===== config.mk =====
export PLATFORM = sky130hd
export DESIGN_NAME = flash_reader
export DESIGN_NICKNAME = d
export VERILOG_FILES = /design/src/rtl/flash_reader_pkg.sv /design/src/rtl/flash_reader.sv
export SDC_FILE = /design/constraint.sdc
export NUM_CORES = 1
export LEC_CHECK = 0
export BUFFER_PORTS_ARGS = -buffer_cell sky130_fd_sc_hd__buf_4
export CAP_MARGIN = 30
export CORE_UTILIZATION = 25
export DETAILED_ROUTE_END_ITERATION = 7
export GPL_ROUTABILITY_DRIVEN = 0
export PLACE_DENSITY_LB_ADDON = 0.1
export SLEW_MARGIN = 20
export SYNTH_ARGS = -nofsm -noshare
export SYNTH_HDL_FRONTEND = slang
export SYNTH_SLANG_ARGS = --single-unit
export TNS_END_PERCENT = 5

===== constraint.sdc =====
create_clock -name clk -period 2.9 [get_ports clk]
set_input_delay 0.29 -clock clk [delete_from_list [all_inputs] [get_ports clk]]
set_output_delay 0.29 -clock clk [all_outputs]
set_load 0.02 [all_outputs]

===== src/rtl/flash_reader_pkg.sv =====
// Shared constants, FSM state type and helpers for the serial NOR flash bulk reader.
package flash_reader_pkg;

  localparam logic [7:0] CMD_READ  = 8'h03;
  localparam int         CMD_BITS  = 8;
  localparam int         ADDR_BITS = 24;
  localparam int         WORD_BITS = 32;

  localparam logic [4:0] CMD_LAST  = 5'(CMD_BITS - 1);
  localparam logic [4:0] ADDR_LAST = 5'(ADDR_BITS - 1);
  localparam logic [4:0] WORD_LAST = 5'(WORD_BITS - 1);

  typedef enum logic [2:0] {
    ST_IDLE    = 3'd0,
    ST_COMMAND = 3'd1,
    ST_ADDRESS = 3'd2,
    ST_DATA    = 3'd3,
    ST_FINISH  = 3'd4
  } state_e;

  // Flash delivers b0 first; the stream wants b0 in the least significant byte.
  function automatic logic [31:0] byte_swap(input logic [31:0] w);
    return {w[7:0], w[15:8], w[23:16], w[31:24]};
  endfunction

endpackage


===== src/rtl/flash_reader.sv =====
// SPI mode-0 master issuing READ (0x03) to a NOR flash and streaming the
// returned bytes as 32-bit little-endian words with valid/ready backpressure.
module flash_reader
  import flash_reader_pkg::*;
#(
  parameter int COUNT_BITWIDTH = 16
) (
  input  logic                      clk,
  input  logic                      rst_n,
  input  logic                      start,
  input  logic [23:0]               start_address,
  input  logic [COUNT_BITWIDTH-1:0] word_count,
  output logic                      busy,
  output logic                      done,
  output logic [31:0]               data_out,
  output logic                      data_valid,
  input  logic                      data_ready,
  output logic                      flash_clk,
  output logic                      flash_cs_n,
  output logic                      flash_mosi,
  input  logic                      flash_miso
);

  localparam logic [COUNT_BITWIDTH-1:0] ONE_WORD = COUNT_BITWIDTH'(1);

  state_e                      state_r, state_next_s;
  logic [4:0]                  bit_cnt_r;
  logic [COUNT_BITWIDTH-1:0]   words_left_r;
  logic [31:0]                 shift_out_r;
  logic [30:0]                 shift_in_r;
  logic [31:0]                 data_out_r;
  logic                        flash_clk_r, flash_cs_n_r, flash_mosi_r;
  logic                        busy_r, done_r, data_valid_r;

  logic active_s, stall_s, rise_s, fall_s, accept_s;
  logic launch_s, empty_start_s, bit_last_s, word_done_s, finish_s;

  // Next-state decode plus the per-cycle SPI phase strobes.
  always_comb begin
    state_next_s  = state_r;
    active_s      = 1'b0;
    stall_s       = 1'b0;
    launch_s      = 1'b0;
    empty_start_s = 1'b0;
    bit_last_s    = 1'b0;
    finish_s      = 1'b0;
    accept_s      = data_valid_r && data_ready;
    case (state_r)
      ST_IDLE: begin
        if (start && (word_count != {COUNT_BITWIDTH{1'b0}})) begin
          launch_s     = 1'b1;
          state_next_s = ST_COMMAND;
        end else if (start) begin
          empty_start_s = 1'b1;
        end else begin
          state_next_s = ST_IDLE;
        end
      end
      ST_COMMAND: begin
        active_s   = 1'b1;
        bit_last_s = (bit_cnt_r == CMD_LAST);
        if (flash_clk_r && bit_last_s) begin
          state_next_s = ST_ADDRESS;
        end else begin
          state_next_s = ST_COMMAND;
        end
      end
      ST_ADDRESS: begin
        active_s   = 1'b1;
        bit_last_s = (bit_cnt_r == ADDR_LAST);
        if (flash_clk_r && bit_last_s) begin
          state_next_s = ST_DATA;
        end else begin
          state_next_s = ST_ADDRESS;
        end
      end
      ST_DATA: begin
        active_s   = 1'b1;
        // A new word may not clock in while the previous one is still unconsumed.
        stall_s    = (bit_cnt_r == 5'd0) && data_valid_r && !data_ready;
        bit_last_s = (bit_cnt_r == WORD_LAST);
        if (flash_clk_r && bit_last_s && (words_left_r == ONE_WORD)) begin
          state_next_s = ST_FINISH;
        end else begin
          state_next_s = ST_DATA;
        end
      end
      ST_FINISH: begin
        if (accept_s) begin
          finish_s     = 1'b1;
          state_next_s = ST_IDLE;
        end else begin
          state_next_s = ST_FINISH;
        end
      end
      default: begin
        state_next_s = ST_IDLE;
      end
    endcase
    rise_s      = active_s && !flash_clk_r && !stall_s;
    fall_s      = active_s && flash_clk_r;
    word_done_s = fall_s && (state_r == ST_DATA) && bit_last_s;
  end

  // FSM state register.
  always_ff @(posedge clk or negedge rst_n) begin
    if (!rst_n) begin
      state_r <= ST_IDLE;
    end else begin
      state_r <= state_next_s;
    end
  end

  // SPI shifters, word assembly, stream handshake and status flags.
  always_ff @(posedge clk or negedge rst_n) begin
    if (!rst_n) begin
      bit_cnt_r    <= 5'd0;
      words_left_r <= {COUNT_BITWIDTH{1'b0}};
      shift_out_r  <= 32'd0;
      shift_in_r   <= 31'd0;
      data_out_r   <= 32'd0;
      flash_clk_r  <= 1'b0;
      flash_cs_n_r <= 1'b1;
      flash_mosi_r <= 1'b0;
      busy_r       <= 1'b0;
      done_r       <= 1'b0;
      data_valid_r <= 1'b0;
    end else begin
      done_r <= empty_start_s || finish_s;
      if (launch_s) begin
        busy_r       <= 1'b1;
        flash_cs_n_r <= 1'b0;
        flash_clk_r  <= 1'b0;
        flash_mosi_r <= CMD_READ[7];
        shift_out_r  <= {CMD_READ[6:0], start_address, 1'b0};
        words_left_r <= word_count;
        bit_cnt_r    <= 5'd0;
      end else if (rise_s) begin
        flash_clk_r <= 1'b1;
      end else if (fall_s) begin
        // Zeros shifted in behind the address keep MOSI low during DATA.
        flash_clk_r  <= 1'b0;
        flash_mosi_r <= shift_out_r[31];
        shift_out_r  <= {shift_out_r[30:0], 1'b0};
        shift_in_r   <= {shift_in_r[29:0], flash_miso};
        bit_cnt_r    <= bit_last_s ? 5'd0 : (bit_cnt_r + 5'd1);
        if (word_done_s) begin
          data_out_r   <= byte_swap({shift_in_r, flash_miso});
          words_left_r <= words_left_r - ONE_WORD;
          if (words_left_r == ONE_WORD) begin
            flash_cs_n_r <= 1'b1;
          end
        end
      end
      if (word_done_s) begin
        data_valid_r <= 1'b1;
      end else if (accept_s) begin
        data_valid_r <= 1'b0;
      end
      if (finish_s) begin
        busy_r <= 1'b0;
      end
    end
  end

  assign busy       = busy_r;
  assign done       = done_r;
  assign data_out   = data_out_r;
  assign data_valid = data_valid_r;
  assign flash_clk  = flash_clk_r;
  assign flash_cs_n = flash_cs_n_r;
  assign flash_mosi = flash_mosi_r;

endmodule


==> results.md, run 1 <==
- The run finished with clean final reports.
- The net count after synthesis is 616.
- The effective utilization at floorplan is 25.6%.
- The worst path uses 87.1% of the clock period.
- The largest net degree at the start of global routing is 63.
- The synthesized netlist occupies a cell area of 5400 sq um.
- Total power for the finished layout comes to 0.00600 W.
- The count of mapped cells out of synthesis is 566.
- The count of flip-flops with a built-in enable after synthesis is 0.
- The hold violation total from the final report is 0.
- The mean instance size in the synthesized netlist is 9.55 sq um.
- The H-tree depth is 4.
- The insertion delay of the later-clocked pin in the worst-skew pair is 410 ps.
- The start point of the critical path is bit_cnt_r[0].
- Dividing total power by cell area gives a power density of 853 nW/um^2.
- The tightest min-delay check is of the in2reg type.
- In this run, distinct cell masters in the synthesized netlist total 46.
- The reg-to-reg critical path startpoint is bit_cnt_r[0].
- The clock skew after layout is 7.38 ps.
- After synthesis, the share of flip-flops with an asynchronous set or reset is 100%.
- The instance count on the critical path is 7.
- After global routing the overflow that remains totals 0.
- The delay contributed by the slowest stage of the critical path is 730 ps.
- The most used flip-flop cell after synthesis is sky130_fd_sc_hd__dfrtp_1.
- The final number of max-transition violations is 0.
- The endpoint identified for the worst register-to-register timing path is words_left_r[14].
- The worst-case IR drop observed on VDD is 370 uV.
- Based on the critical path, the design can be clocked at up to 0.396 GHz.
- The cell type group with the largest total delay on the critical path is simple AND/OR/NAND/NOR gates.
- The number of global-route vias before repair was 4395.
- The floorplan die width is 149 um.
- The multi-input combinational cells in the finished layout cover a total of 2160 sq um.
- The headroom to the max-slew limit is 49.5%.
- After detailed routing, the number of remaining DRC violations is 0.
- Sequential elements use 57.4% of the synthesized area.
- For this design the static power due to leakage is 3.69 nW.
- The register-to-register setup slack is 370 ps.
- The critical path start-end classification is reg2reg.
- The library cell used most frequently in the layout, excluding fill and tap cells, is sky130_fd_sc_hd__nand2_1.
- The endpoint class of the critical path is a register.
- The HPWL after detailed placement is 8.54 mm.
- The number of hold buffers added after CTS was 1.
- Data on the critical path is required at its endpoint by 3160 ps.
- The number of port buffers is 82.
- TritonCTS built the clock tree.
- The buffer type at the clock tree root is sky130_fd_sc_hd__clkbuf_16.
- For this design the top-level I/O count stands at 83.
- The wire length of the first global-routing pass is 22.3 mm.
- The vias per cell is 4.53.
- The critical path's slowest cell is sky130_fd_sc_hd__or4_1.
- In this run, synthesis produced a sequential element count of 124.
- The initial antenna violation count is 0.
- The share of the core filled with cells in the final layout is 33.3%.
- The post-cts sizing count is 0.
- The biggest fanout along the worst timing path is 11.
- The number of nets with antenna violations after routing is 0.
- Global routing consumed, over all layers together, 12.9% of the routing resources.
- The floorplan step set the die height to 149 um.
- The total of warnings raised by yosys is 0.
- Data on the critical path arrives at its endpoint at 2790 ps.
- The placeable core region is 21100 sq um.
- The buffers inserted during post-CTS setup optimization is 0.
- The setup TNS after final layout is 0 ps.
- The tool flagged a number of max-cap violations equal to 0.
- The worst register-to-register path has a depth of 7.
- Buffers inserted during clock tree synthesis total 17.
- The floorplan has 53 rows.
- The top cell types in the final layout, fill and taps aside, are 219 x sky130_fd_sc_hd__nand2_1, 123 x sky130_fd_sc_hd__dfrtp_1, 95 x sky130_fd_sc_hd__buf_4.
- 0 antenna diodes ended up in the layout.
- The clock period minus worst slack is 2530 ps.
- The total vias in the final route is 4250.
- Setup repair after global routing left no endpoint under its margin.
- The sequential cell area in the final layout is 3100 sq um.
- The area growth from synthesis to layout is 30.0%.
- The count of clock tree sinks is 124.
- The net count of the finished layout is 700.
- Counting both buffers and inverters, the worst setup path holds a total of 0.
- Walking the worst path, the cells encountered are ha_1, and3_1, ha_1, nand2_1, or4_1, o41ai_1, a31oi_1.
- The count of TritonRoute iterations in the first routing pass is 4.
- The ratio of cells with drive above 1 in the final layout is 21.9%.
- The die covers 22200 sq um.
- The termination of the worst setup path is words_left_r[14].
- The most numerous cell type found on the critical path is sky130_fd_sc_hd__ha_1.
- At the pin with the least slew margin, the transition time is 758 ps.
- Counting along the longest clock path gives a buffer depth of 2.
- After filler insertion, the fill cell instance count of the layout stands at 2209.
- The detailed-route wire length per cell is 14.0 um.
- STA classifies the critical path startpoint as a register.
- Clock-pin slew was measured on the worst setup and hold paths at 60 ps.
- The final setup violation count is 0.
- In this run, the number of DRC markers left after iteration 0 of detailed routing was 206.
- For this block, the routed nets add up to 13.2 mm of wire.
## sequential cells by signal, summed over array words and instances (netlist names), 3 cells and up
signal and count:
shift_in_r 31, words_left_r 16, state_r 3, data_out 32, shift_out_r 31, bit_cnt_r 5
## worst min path at each step
stage | start | end | slack [ps] | depth (start not counted)
global route | flash_miso | data_out[24] | 90 | 3
floorplan | rst_n | bit_cnt_r[0] | -6 | 0
detailed placement | rst_n | words_left_r[10] | 410 | 1
finish | flash_miso | data_out[24] | 90 | 3
global placement | rst_n | words_left_r[10] | 400 | 1
CTS | flash_miso | data_out[24] | 70 | 3
## kinds of logic (layout without fill, tap and decap cells)
group	after synthesis	after routing	share of synthesized area, %
buffers and inverters	41	138	3.15
flip-flops	124	124	57.4
adder cells (fa/ha/maj)	5	5	1.16
multiplexers	3	3	0.602
XOR/XNOR	4	4	0.648
AND/OR/NAND/NOR	299	299	24.2
AO/OA/AOI/OAI	90	90	12.8
## cell usage after synthesis (2+ instances only)
cell,count,area [sq um]
sky130_fd_sc_hd__nand3_1,15,75.1
sky130_fd_sc_hd__or3_1,8,50.1
sky130_fd_sc_hd__nand2_1,219,822
sky130_fd_sc_hd__a31oi_1,8,50.1
sky130_fd_sc_hd__a22o_1,26,228
sky130_fd_sc_hd__a211oi_1,2,15.0
sky130_fd_sc_hd__o41ai_1,4,35.0
sky130_fd_sc_hd__or2_2,2,12.5
sky130_fd_sc_hd__dfrtp_1,123,3080
sky130_fd_sc_hd__o311ai_0,3,26.3
sky130_fd_sc_hd__nor2b_1,2,12.5
sky130_fd_sc_hd__nor4_1,7,43.8
sky130_fd_sc_hd__and3_1,3,18.8
sky130_fd_sc_hd__o21ai_0,11,55.1
sky130_fd_sc_hd__a21o_1,24,180
sky130_fd_sc_hd__nor2_1,14,52.6
sky130_fd_sc_hd__ha_1,5,62.6
sky130_fd_sc_hd__or4_4,2,22.5
sky130_fd_sc_hd__o31ai_1,3,22.5
sky130_fd_sc_hd__inv_1,6,22.5
sky130_fd_sc_hd__buf_2,13,65.1
sky130_fd_sc_hd__clkbuf_1,22,82.6
sky130_fd_sc_hd__or4_1,6,45.0
sky130_fd_sc_hd__nand4_1,5,31.3
sky130_fd_sc_hd__nand2b_1,2,12.5
sky130_fd_sc_hd__xnor2_1,4,35.0
sky130_fd_sc_hd__nor3_1,5,25.0
sky130_fd_sc_hd__o211ai_1,3,22.5
sky130_fd_sc_hd__mux2_2,2,22.5
## through the flow
stage,cells,cell area (sq um),hold slack (ps),setup WS (ps)
after floorplan,566,5400,-5.59,529
after global placement,904,6400,401,325
after detailed placement,905,6420,413,341
after CTS,938,7030,72.5,358
after global routing,938,7030,85.2,176
final,938,7030,91.2,374
## final cells by class
type	instances	area share (%)
repair buffers	100	11.4
multi-input cells	401	30.7
clock buffers	23	6.94
well taps	275	4.90
flip-flops and latches	124	44.2
clock inverters	9	1.58
inverters	6	0.321
## worst min-delay path: stages
cell	delay (ps)
sky130_fd_sc_hd__buf_4	90
sky130_fd_sc_hd__nand2_1	40
sky130_fd_sc_hd__nand2_1	50
## power by group
group / switching (W) / internal [W]
registers: 0.000382 / 0.00218
logic: 0.000755 / 0.000544
clock network: 0.000775 / 0.00136
## per-layer routing
metal  wire length (um)  global-route usage [%]  up-vias
met2               5940                    19.7       87
met5                  0                       0        -
li1                   -                       -     2103
met3                770                    4.56        9
met4                134                    4.23        0
met1               6330                    16.8     2051
No activity file was read; power rests on OpenSTA's default activity.
==> inputs of run 2 (changes only) <==
--- a/config.mk
+++ b/config.mk
@@ -7,9 +7,11 @@
 export LEC_CHECK = 0
 export BUFFER_PORTS_ARGS = -buffer_cell sky130_fd_sc_hd__buf_4
 export CAP_MARGIN = 30
+export CORE_ASPECT_RATIO = 1.2
 export CORE_UTILIZATION = 25
 export DETAILED_ROUTE_END_ITERATION = 7
 export GPL_ROUTABILITY_DRIVEN = 0
+export GPL_TIMING_DRIVEN = 0
 export PLACE_DENSITY_LB_ADDON = 0.1
 export SLEW_MARGIN = 20
 export SYNTH_ARGS = -nofsm -noshare
==> results.md, run 2 (synthesis gave the netlist of run 1 again) <==
- The flow ran to the end, and the final reports show no timing, DRC or antenna violations.
- The delay contributed by the slowest stage of the critical path is 580 ps.
- The count of TritonRoute iterations in the first routing pass is 4.
- In this run switching power makes up 31.9% of total power.
- Summing all multi-input logic gate instances after layout gives 2140 sq um.
- The busiest metal layer after global routing is met2.
- The worst setup path is captured at a register.
- The sum of overflow across all layers after global routing is 0.
- The final number of max-transition violations is 0.
- The clock-pin slew of the registers on the worst-case setup and hold paths is 50 ps.
- The critical path is of the reg2reg type.
- The worst path in the final design needs a cycle of 2730 ps, including I/O delays and setup.
- For this run, the share of the core covered by cells in the final layout is 33.4%.
- The filler cell count is 2230.
- The CTS tree is done.
- The die outline area is 22200 sq um.
- The worst hold path class is in2reg.
- The relative contribution of sequential cells to total power is 41.3%.
- The final setup violation count is 0.
- The routed layout has 4379 vias.
- In the global route stage, overall resource usage came out at 13.8%.
- The number of port buffers is 82.
- The critical path goes through ha_2, and3_1, ha_1, nand2_1, or4_1, clkbuf_2, o41ai_1, a31oi_1.
- The worst-case vdd ir drop is 446 uV.
- In this run the core area contains 58 standard-cell rows.
- The leakage component of the power is 3.69 nW.
- The signed area change from the synthesized netlist to the final layout is 29.9%.
- 83 I/O pins were placed.
- The placeable core region is 21000 sq um.
- Leaving out fill and tap cells, the most frequent cells in the layout are 219 x sky130_fd_sc_hd__nand2_1, 123 x sky130_fd_sc_hd__dfrtp_1, 81 x sky130_fd_sc_hd__buf_4.
- Of the cells placed in the final design, the portion with a size suffix greater than 1 is 20.8%.
- The routed wire length is 13.9 mm.
- The later pin in the worst-skew pair is clocked with a latency of 420 ps.
- Entering global routing, the biggest net connects 68 pins.
- The endpoint required time on the critical path is 3150 ps.
- Cell internal power was estimated by the tool at 0.00408 W.
- The setup TNS after final layout is 0 ps.
- The number of buffers added by the clock tree synthesis step is 17.
- The buffers inserted during post-CTS setup optimization is 0.
- Summed over all nets, the switching power comes to 0.00192 W.
- The fraction of met2 tracks used by global routing is 22.1%.
- The worst-margin pin slew is 681 ps.
- The clock power share is 36.2%.
- Global routing used 18.0% of the available met1 tracks.
- The met3 track demand over resource is 3.66%.
- The number of maximum-capacitance violations is 0.
- In the final routed layout, each cell accounts on average for 14.6 um.
- In the routed design, unresolved DRC markers number 0.
- Setup repair after global routing left no endpoint under its margin.
- The register with the most flip-flops in the layout has 32 of them.
- The number of global-route vias before repair is 4586.
- The repair_antennas step left the layout with diodes totalling 0.
- The half-perimeter wire length after placement is 9.72 mm.
- The initial antenna violation count is 0.
- Along the worst path, the maximum fanout reaches 10.
- The headroom to the max-slew limit is 54.2%.
- The clock skew after layout is 10.0 ps.
- For this block, the initial DRC count from the detailed router was 273.
- Combinational logic is responsible for 22.5% of the overall power.
- The first global-routing pass estimated 23.7 mm of wire.
- The tree is rooted in a sky130_fd_sc_hd__clkbuf_16.
- After detailed routing, the number of vias per cell comes to 4.60.
- The tree built by TritonCTS fans out to 124 sinks.
- Dividing the final minimum period by the clock period gives 94.1%.
- Measured along the y axis, the die boundary spans 163 um.
- The initial utilization of the core area, before any placement, comes to 25.7%.
- The hold violation total from the final report is 0.
- The floorplan step set the die width to 136 um.
- The net count of the finished layout is 719.
- The detail route stage leaves a number of antenna-violating nets equal to 0.
- Summing all flip-flop and latch instances after layout gives 3100 sq um.
- The H-tree was split into 4 levels.
- The cell area power density is 855 nW/um^2.
- For the worst setup path, the data arrival time is 2980 ps.
- Leaving out fill and tap cells, the most frequent cell in the layout is sky130_fd_sc_hd__nand2_1.
- The startpoint class of the critical path is a register.
- The maximum clock insertion buffer count is 2.
- The critical path's slowest cell is sky130_fd_sc_hd__or4_1.
- The peak clock frequency supported by timing is 0.367 GHz.
[run 2: cell types whose count changed in the layout (fill, tap and decap cells not counted), sizes merged]
cell	previous run	this run
clkbuf	23	43
clkinv	5	6
buf	99	96
bufinv	2	3
[run 2: per-stage QoR]
step | area, sq um | std cells | total power (W) | hold slack (ps) | setup slack [ps]
after floorplan | 5400 | 566 | 0.00337 | -5.59 | 529
after global placement | 6360 | 918 | 0.00381 | 444 | 172
after detailed placement | 6400 | 919 | 0.00386 | 260 | 108
after CTS | 7010 | 952 | 0.00609 | 68.8 | 93.6
after global routing | 7020 | 952 | 0.00642 | 94.7 | 4.42
final | 7020 | 952 | 0.00600 | 79.4 | 172
[run 2: final cells by class]
class / count / area share (%)
tap: 270 / 4.81
clock inverter: 11 / 2.03
multi-input combinational: 401 / 30.5
sequential: 124 / 44.2
inverter: 6 / 0.321
clock buffer: 21 / 6.56
timing repair buffer: 84 / 9.41
buffer: 35 / 2.12
[run 2: path summary, 6_finish.rpt]
| check | slack (ps) | cells past startpoint | endpoint | startpoint |
|---|---|---|---|---|
| worst max-delay path | 170 | 8 | words_left_r[14] | bit_cnt_r[0] |
| worst min-delay path | 80 | 3 | shift_out_r[1] | start_address[0] |
| worst max register to register | 170 | 8 | words_left_r[14] | bit_cnt_r[0] |
| worst min register to register | 470 | 2 | shift_out_r[31] | shift_out_r[30] |
| max in group asynchronous | 1790 | 3 | flash_cs_n | rst_n |
| min in group asynchronous | 390 | 2 | shift_out_r[11] | rst_n |
[run 2: critical path, delay by kind of cell, from the launching register on]
family | cells | cell delay [ps]
AND/OR/NAND/NOR | 3 | 950
AO/OA/AOI/OAI | 2 | 530
adder cells (fa/ha/maj) | 2 | 450
flip-flops | 1 | 420
buffers and inverters | 1 | 220
[run 2: routing by layer]
layer | routed length (um) | vias to the layer above
met5 | 0 | -
met3 | 572 | 13
met2 | 6660 | 97
met1 | 6510 | 2126
met4 | 179 | 0
li1 | - | 2143
[run 2: power by group through the flow]
stage	registers, W	logic, W	clock network [W]
after global placement	0.00248	0.00133	0
after CTS	0.00247	0.00138	0.00224
final	0.00248	0.00135	0.00217
after floorplan	0.00243	0.000935	0
after detailed placement	0.00249	0.00137	0
after global routing	0.00254	0.00156	0.00232
[run 2: timing repair]
item | CTS | global route
hold endpoints to repair | 57 | 0
resized for setup | 0 | 5
hold buffers | 1 | 0
setup endpoints to repair | 0 | 5
==> inputs of run 3 (changes only) <==
--- a/config.mk
+++ b/config.mk
@@ -7,7 +7,7 @@
 export LEC_CHECK = 0
 export BUFFER_PORTS_ARGS = -buffer_cell sky130_fd_sc_hd__buf_4
 export CAP_MARGIN = 30
-export CORE_ASPECT_RATIO = 1.2
+export CORE_ASPECT_RATIO = 1.75
 export CORE_UTILIZATION = 25
 export DETAILED_ROUTE_END_ITERATION = 7
 export GPL_ROUTABILITY_DRIVEN = 0
==> results.md, run 3 (synthesis gave the netlist of run 1 again) <==
- The number of nets with antenna violations after routing is 0.
- The sequential cell area in the final layout is 3100 sq um.
- Dividing the final minimum period by the clock period gives 92.9%.
- At the placement stage, the worst setup path has a slack of 109 ps.
- The worst-case vdd ir drop is 361 uV.
- For this block, the initial DRC count from the detailed router was 217.
- The count of non-filler cells in the finished layout is 934.
- Sequential cells burn 41.4% of the power.
- The number of port buffers is 82.
- The largest net degree at the start of global routing is 84.
- The final number of max-transition violations is 0.
- Internal power comes to 0.00405 W.
- The routed wire length is 14.2 mm.
- The flip-flop count of the largest register after layout is 32.
- The ratio of cells with drive above 1 in the final layout is 20.7%.
- The hold violation total from the final report is 0.
- The clock skew after layout is 6.29 ps.
- In this run the power density over the cells is 852 nW/um^2.
- The filler cell count is 2234.
- The most frequent standard cell in the layout excluding fill and tap cells is sky130_fd_sc_hd__nand2_1.
- Across the run, the number of max-cap violations was 0.
- The switching power is 0.00190 W.
- The detailed router placed 4346 vias in this run.
- For this design the static power due to leakage is 3.68 nW.
- The insertion delay of the later-clocked pin in the worst-skew pair is 410 ps.
- The clock net in this run drives a total of 124 sinks.
- The endpoint class of the critical path is a register.
- For hold timing, the worst endpoint is data_out[24].
- The worst pin sits at a relative slew slack of 47.2%.
- After clock tree synthesis, the clock-pin slew on the worst setup and hold paths is 60 ps.
- Measured along the y axis, the die boundary spans 196 um.
- Post-CTS timing repair inserted 0 buffers for setup.
- The die covers 22200 sq um.
- The setup TNS after final layout is 0 ps.
- The H-tree depth is 4.
- Counting instances, the worst hold path has a depth of 3.
- The half-perimeter wire length after placement is 9.99 mm.
- Net switching is 31.9% of the power.
- The initial antenna violation count is 0.
- The overall fraction of global-route tracks in use is 13.9%.
- The worst-margin pin slew is 784 ps.
- Setup slack on the critical path of the routed design comes to 206 ps.
- In this run the worst path has a maximum fanout of 10.
- The arrival time reported for the critical path endpoint is 3020 ps.
- The effective utilization at floorplan is 25.7%.
- Setup repair after global routing left no endpoint under its margin.
- The share of total power dissipated in the clock network is 36.0%.
- Leaving out fill and tap cells, the most frequent cells in the layout are 218 x sky130_fd_sc_hd__nand2_1, 123 x sky130_fd_sc_hd__dfrtp_1, 81 x sky130_fd_sc_hd__buf_4.
- The floorplan has 70 rows.
- Summed over all layers, the global routing overflow is 0.
- Based on the critical path, the design can be clocked at up to 0.371 GHz.
- The clock period minus worst slack is 2690 ps.
- The floorplan die width is 113 um.
- The design draws 0.00595 W.
- The register-to-register setup slack is 210 ps.
- The critical path start-end classification is reg2reg.
- The signed area change from the synthesized netlist to the final layout is 29.2%.
- The repair_antennas step left the layout with diodes totalling 0.
- For this design the top-level I/O count stands at 83.
- In the routed layout, each cell is associated on average with a via count of 4.65.
- The maximum clock insertion buffer count is 2.
- The startpoint class of the critical path is a register.
- The final setup violation count is 0.
- In this run the most critical hold path is launched from flash_miso.
- The worst reg2reg path depth is 8.
- The CTS tree is done.
- For this run, the post-layout net count is 719.
- The multi-input combinational cell area is 2140 sq um.
- The combinational group share of total power is 22.6%.
- The first global-routing pass estimated 23.9 mm of wire.
- Counting tap cells, the placed design contains a total of 901 instances.
- The endpoint required time on the critical path is 3220 ps.
- The destination of the worst register-to-register timing path is words_left_r[14].
- The flow ran to the end, and the final reports show no timing, DRC or antenna violations.
- The number of DRC violations after detailed routing is 0.
- The root buffer cell chosen for the clock tree is sky130_fd_sc_hd__clkbuf_16.
- In this run the critical register-to-register path is launched from bit_cnt_r[0].
- The core region is 21000 sq um.
- The worst hold path class is in2reg.
- The count of TritonRoute iterations in the first routing pass is 5.
- Clock tree synthesis inserted a total of 17 buffers.
- Dividing the detail-routed wire length by the instance count gives 15.2 um.
- The number of global-route vias before repair is 4703.
## run 3: cell count changes in the layout (fill, tap and decap cells not counted)
| cell | delta |
|---|---|
| sky130_fd_sc_hd__clkbuf_8 | -1 |
| sky130_fd_sc_hd__clkinv_2 | +1 |
| sky130_fd_sc_hd__clkinv_4 | -1 |
| sky130_fd_sc_hd__clkinvlp_4 | +1 |
| sky130_fd_sc_hd__ha_1 | +1 |
| sky130_fd_sc_hd__ha_2 | -1 |
| sky130_fd_sc_hd__nand2_1 | -1 |
| sky130_fd_sc_hd__nand2_2 | +1 |
| sky130_fd_sc_hd__o311ai_0 | +1 |
| sky130_fd_sc_hd__o311ai_1 | -1 |
| sky130_fd_sc_hd__o41ai_1 | +1 |
| sky130_fd_sc_hd__o41ai_2 | -1 |
## run 3: worst max path at each step
stage / startpoint / to
after global placement: word_count[3] / shift_out_r[19]
after detailed placement: bit_cnt_r[0] / words_left_r[14]
after CTS: bit_cnt_r[0] / words_left_r[14]
after global routing: bit_cnt_r[0] / words_left_r[14]
final: bit_cnt_r[0] / words_left_r[14]
after floorplan: bit_cnt_r[0] / words_left_r[12]
## run 3: stage by stage
stage / util, % / hold WS [ps] / cell area (sq um)
2_1_floorplan: - / -5.59 / 5400
3_3_place_gp: 30.1 / 447 / 6330
5_1_grt: 33.2 / 79.2 / 6980
4_1_cts: 33.2 / 59.5 / 6980
3_5_place_dp: 30.3 / 206 / 6370
6_report: 33.2 / 84.5 / 6980
## run 3: per-layer routing
metal / global-route usage, % / vias up / share of wire (%)
li1: - / 2136 / -
met1: 15.3 / 2119 / 41
met2: 25.3 / 79 / 54
met3: 3.51 / 12 / 3.7
met4: 5.51 / 0 / 1.5
met5: 0 / - / 0
## run 3: power by group through the flow
stage               clock network (W)  registers [W]  logic, W
finish                        0.00214        0.00247   0.00135
global route                  0.00228        0.00253   0.00155
CTS                           0.00222        0.00247   0.00138
detailed placement                  0        0.00249   0.00137
global placement                    0        0.00248   0.00133
floorplan                           0        0.00243  0.000935
## run 3: critical path: stages (launching register included)
cell	delay (ps)
sky130_fd_sc_hd__dfrtp_1	410
sky130_fd_sc_hd__ha_1	270
sky130_fd_sc_hd__and3_1	190
sky130_fd_sc_hd__ha_1	210
sky130_fd_sc_hd__nand2_2	150
sky130_fd_sc_hd__or4_1	560
sky130_fd_sc_hd__clkbuf_2	220
sky130_fd_sc_hd__or3_1	400
sky130_fd_sc_hd__a31oi_1	200
## run 3: final cells by class
cell class                      count  area share (%)
Sequential cell                   124            44.5
Multi-Input combinational cell    401            30.6
Timing Repair Buffer               84            9.46
Clock buffer                       20            6.40
Tap cell                          252            4.52
Buffer                             35            2.13
Clock inverter                     12            2.10
Inverter                            6           0.323
## run 3: repair_timing
item | 4_1_cts | 5_1_grt
endpoints found under the hold margin | 41 | 0
endpoints found under the setup margin | 0 | 5
hold buffers | 1 | 0
gates resized for setup | 0 | 3
